$ cat src/rtl/mem_rsp_pkg.sv
// Shared types and default widths for the TTW memory responder.
// req_t : one line-read request as it travels through the request FIFO.
// res_t : one response (tag plus line data).
// The PKG_* constants are the default widths used by mem_rsp_model.
package mem_rsp_pkg;

  localparam int PKG_IDX_W = 6;
  localparam int PKG_MCN_W = 58;
  localparam int PKG_DAT_W = 512;

  typedef struct packed {
    logic [PKG_IDX_W-1:0] idx;
    logic [PKG_MCN_W-1:0] mcn;
  } req_t;

  typedef struct packed {
    logic [PKG_IDX_W-1:0] idx;
    logic [PKG_DAT_W-1:0] data;
  } res_t;

endpackage

$ cat src/rtl/mem_rsp_fifo.sv
// Request FIFO for the memory responder.
// Ports:
//   clock, reset              : clock, synchronous active-high reset
//   push_i, push_data_i       : write one entry (caller guarantees not full)
//   pop_i, pop_data_o         : head entry, removed when pop_i (caller guarantees not empty)
//   full_o, empty_o, cnt_o    : occupancy, all derived from the registered count
module mem_rsp_fifo
  import mem_rsp_pkg::*;
#(
  parameter int W     = $bits(req_t),
  parameter int DEPTH = 4
) (
  input  logic                     clock,
  input  logic                     reset,
  input  logic                     push_i,
  input  logic [W-1:0]             push_data_i,
  input  logic                     pop_i,
  output logic [W-1:0]             pop_data_o,
  output logic                     full_o,
  output logic                     empty_o,
  output logic [$clog2(DEPTH):0]   cnt_o
);

  localparam int AW = $clog2(DEPTH);
  localparam int CW = AW + 1;

  logic [W-1:0]  slot_mem [DEPTH];
  logic [AW-1:0] wr_ptr_q, wr_ptr_d;
  logic [AW-1:0] rd_ptr_q, rd_ptr_d;
  logic [CW-1:0] cnt_q, cnt_d;

  // Pointers wrap naturally because DEPTH is a power of two.
  always_comb begin
    wr_ptr_d = wr_ptr_q + AW'(push_i);
    rd_ptr_d = rd_ptr_q + AW'(pop_i);
    cnt_d    = cnt_q + CW'(push_i) - CW'(pop_i);
  end

  always_ff @(posedge clock) begin
    if (reset) begin
      wr_ptr_q <= '0;
      rd_ptr_q <= '0;
      cnt_q    <= '0;
    end else begin
      wr_ptr_q <= wr_ptr_d;
      rd_ptr_q <= rd_ptr_d;
      cnt_q    <= cnt_d;
    end
  end

  always_ff @(posedge clock) begin
    if (push_i) slot_mem[wr_ptr_q] <= push_data_i;
  end

  assign pop_data_o = slot_mem[rd_ptr_q];
  assign full_o     = (cnt_q == CW'(DEPTH));
  assign empty_o    = (cnt_q == '0);
  assign cnt_o      = cnt_q;

  a_no_push_full: assert property (@(posedge clock) disable iff (reset) !(push_i && full_o));
  a_no_pop_empty: assert property (@(posedge clock) disable iff (reset) !(pop_i && empty_o));

endmodule

$ cat config.mk
export PLATFORM = sky130hd
export DESIGN_NAME = mem_rsp_fifo
export DESIGN_NICKNAME = d
export VERILOG_FILES = /design/src/rtl/mem_rsp_pkg.sv /design/src/rtl/mem_rsp_fifo.sv
export SDC_FILE = /design/constraint.sdc
export NUM_CORES = 1
export LEC_CHECK = 0
export CAP_MARGIN = 10
export CORE_ASPECT_RATIO = 0.75
export CORE_UTILIZATION = 59
export CTS_CLUSTER_DIAMETER = 30
export CTS_CLUSTER_SIZE = 20
export DETAILED_ROUTE_END_ITERATION = 12
export DONT_BUFFER_PORTS = 1
export PLACE_DENSITY_LB_ADDON = 0.15
export RECOVER_POWER = 50
export SLEW_MARGIN = 40
export SYNTH_ARGS = -nofsm -noshare
export SYNTH_HDL_FRONTEND = slang
export SYNTH_SLANG_ARGS = --single-unit
$ cat constraint.sdc
create_clock -name clock -period 16.8 [get_ports clock]
set_input_delay 2.52 -clock clock [delete_from_list [all_inputs] [get_ports clock]]
set_output_delay 2.52 -clock clock [all_outputs]
set_load 0.03 [all_outputs]
==> results by group <==
CTS
  • Max Root-Sink Buffers: 3
  • TritonCTS clock tree: done
  • Clock Sinks: roughly 260
  • # hold bufs at CTS: 0
  • Worst-path clk slew: approximately 0.050 ns
  • Skew-Pair Late Insertion Delay: roughly 0.49 ns
  • Cts repair resizes: 0
  • Post-CTS Setup Bufs: 0
  • Total CTS buffers: 39
  • CTS Root Cell: clkbuf_16
  • Htree depth: 2

Route
  • DRT Pass-1 Iters: 4
  • Final ANT Viol Nets: 0
  • Via/cell ratio: a little over 6
  • # DRC: 0
  • Total wire length: between 15000 and 20000 um
  • Drt wl/cell: about 25 um
  • DR vias: a little under 4000
  • 1st-iter DRT viols: 250

Floorplan
  • I/O pin cnt: around 140
  • Die width: 150 um
  • Initial Utilization: 60.3%
  • Die ar.: 16900 um^2
  • Row cnt: 40
  • Core area: about 16000 um^2
  • Die Ht: 113 um

Setup path
  • Critical path class: reg -> out
  • WP data arrival: ~2.6 ns
  • Critical Path Sink Type: output port
  • Req. time, crit path: around 14 ns
  • Startpoint types: register
  • Worst-path fanout max: 44

STA
  • Clock skew: about 0.015 ns
  • Post-layout min period: roughly 5.1 ns
  • Max-slew headroom: -22.3%
  • Fmax achieved: ~200 MHz
  • Final setup vio count: 0
  • Fin. max-slew vios: 60
  • Fin crit share: between 30% and 40%
  • Worst-Margin Slew: approximately 1.8 ns
  • TNS Setup: 0 ns
  • Fin. Hold Viols: 0
  • Hold_ws: around 0.60 ns
  • RSZ-0062 raised after global routing: false

Global routing
  • Largest net degree at the start of global routing: between 40 and 50
  • Global-route wire length before repair: around 24000 um
  • Initial antenna violation count: 0
  • Global route overflow: 0
  • Total track usage: 19.8%
  • Vias in the first global route: ~4200

Yosys
  • Ys async rst share: 0%
  • Sequential-to-total area share from yosys stat: 81.1%
  • Syn Nets: between 400 and 500
  • Synth Warn #: 0
  • Post-synth EDFFs: approximately 260
  • Synthesized area: 9650 um^2
  • Synthesized flop and latch total: approximately 260
  • Syn Area/Cell: approximately 26 um^2
  • Cells after Synth: roughly 370
  • Unique masters post-synth: 19
  • Top_reg_cell synth: edfxtp_1

Status
  • Violated checks: capacitance limit, slew limit
  • Status: finished with violations

Placement
  • Placer Congestion: roughly 0.70
  • Input/output buffers: 0
  • DP HPWL: around 9000 um

Finish
  • Final core occ: about 70%
  • Layout area overhead: 16.4%
  • # diodes: 0
  • Commonest non-fill, non-tap cell in the layout: edfxtp_1
  • Share of layout cells above drive strength 1: 31.3%
  • Nets: ~480
  • Most frequent cells in the layout: 256 x edfxtp_1, 60 x mux4_2, 40 x clkbuf_16, 7 x clkbuf_1, 6 x bufinv_16

Power and ir drop
  • Worst VDD drop: 0.0966 mV
  • Leakage: 3.59 nW
  • Pwr Density: 154 nW/um^2

Worst hold path
  • Worst hold path type: reg -> reg

Run
  • Max-cap violations: 2
==> synth_stat cells, types with 2 or more instances <==
cell | n | area [um^2]
edfxtp_1 | 256 | 7690
mux4_2 | 60 | 1350
buf_2 | 7 | 35.0
dfxtp_1 | 7 | 140
buf_12 | 6 | 120
ha_1 | 4 | 50.1
inv_1 | 4 | 15.0
mux4_1 | 4 | 105
nor2_1 | 4 | 15.0
nor2b_1 | 4 | 25.0
and3_1 | 2 | 12.5
xnor2_1 | 2 | 17.5
==> where the power goes <==
group,internal [mW],switching [mW]
Sequential,0.756,0.0179
Clock,0.543,0.274
Combinational,0.0471,0.0977
Total,1.35,0.389
==> final timing paths <==
check	startpoint	to	slack, ns	cells after the start
setup reg to reg	wr_ptr_q[0]	slot_mem[3][43]	14.06	2
hold / removal	wr_ptr_q[1]	wr_ptr_q[1]	0.60	2
setup / recovery	rd_ptr_q[0]	pop_data_o[63]	11.70	2
hold reg to reg	wr_ptr_q[1]	wr_ptr_q[1]	0.60	2
==> layout make-up <==
type	instances	area [um^2]
flip-flops and latches	263	7840
fillers	973	4780
multi-input cells	86	1670
clock buffers	48	1060
clock inverters	24	304
well taps	210	263
repair buffers	9	88.8
inverters	4	15.0
==> stage by stage <==
step / instance area (um^2) / cells / power (mW) / setup WS [ns]
6_report: 11200 / 644 / 1.74 / 11.70
5_1_grt: 11200 / 644 / 1.79 / 11.52
4_1_cts: 11300 / 644 / 1.76 / 11.62
3_5_place_dp: 9910 / 572 / 0.933 / 12.17
3_3_place_gp: 9820 / 568 / 0.927 / 11.94
2_1_floorplan: 9650 / 367 / 0.914 / 9.07
==> cell families after synthesis <==
group         share of synthesized area, %
simple gates                         0.803
buf+inv                               1.88
flops                                 81.1
fa+ha+maj                            0.726
xor+xnor                             0.428
mux                                   15.1
==> layer usage <==
metal	routed length, um	GRT usage, %	share of wire [%]	up-vias
met4	231	6.26	1.4	0
met1	6040	24.3	37	2052
met5	0	0	0	-
met3	1870	9.31	11	20
met2	8130	31.5	50	163
li1	-	-	-	1664
==> state kept, by name, indices dropped and copies added (netlist names) <==
signal,cells
slot_mem,256
cnt_o,3
rd_ptr_q,2
wr_ptr_q,2
==> worst max-delay path: stages (launching register included) <==
cell and delay, ns:
dfxtp_4 0.62, buf_6 0.58, mux4_1 0.81
Power figures use the tool's default switching activity.
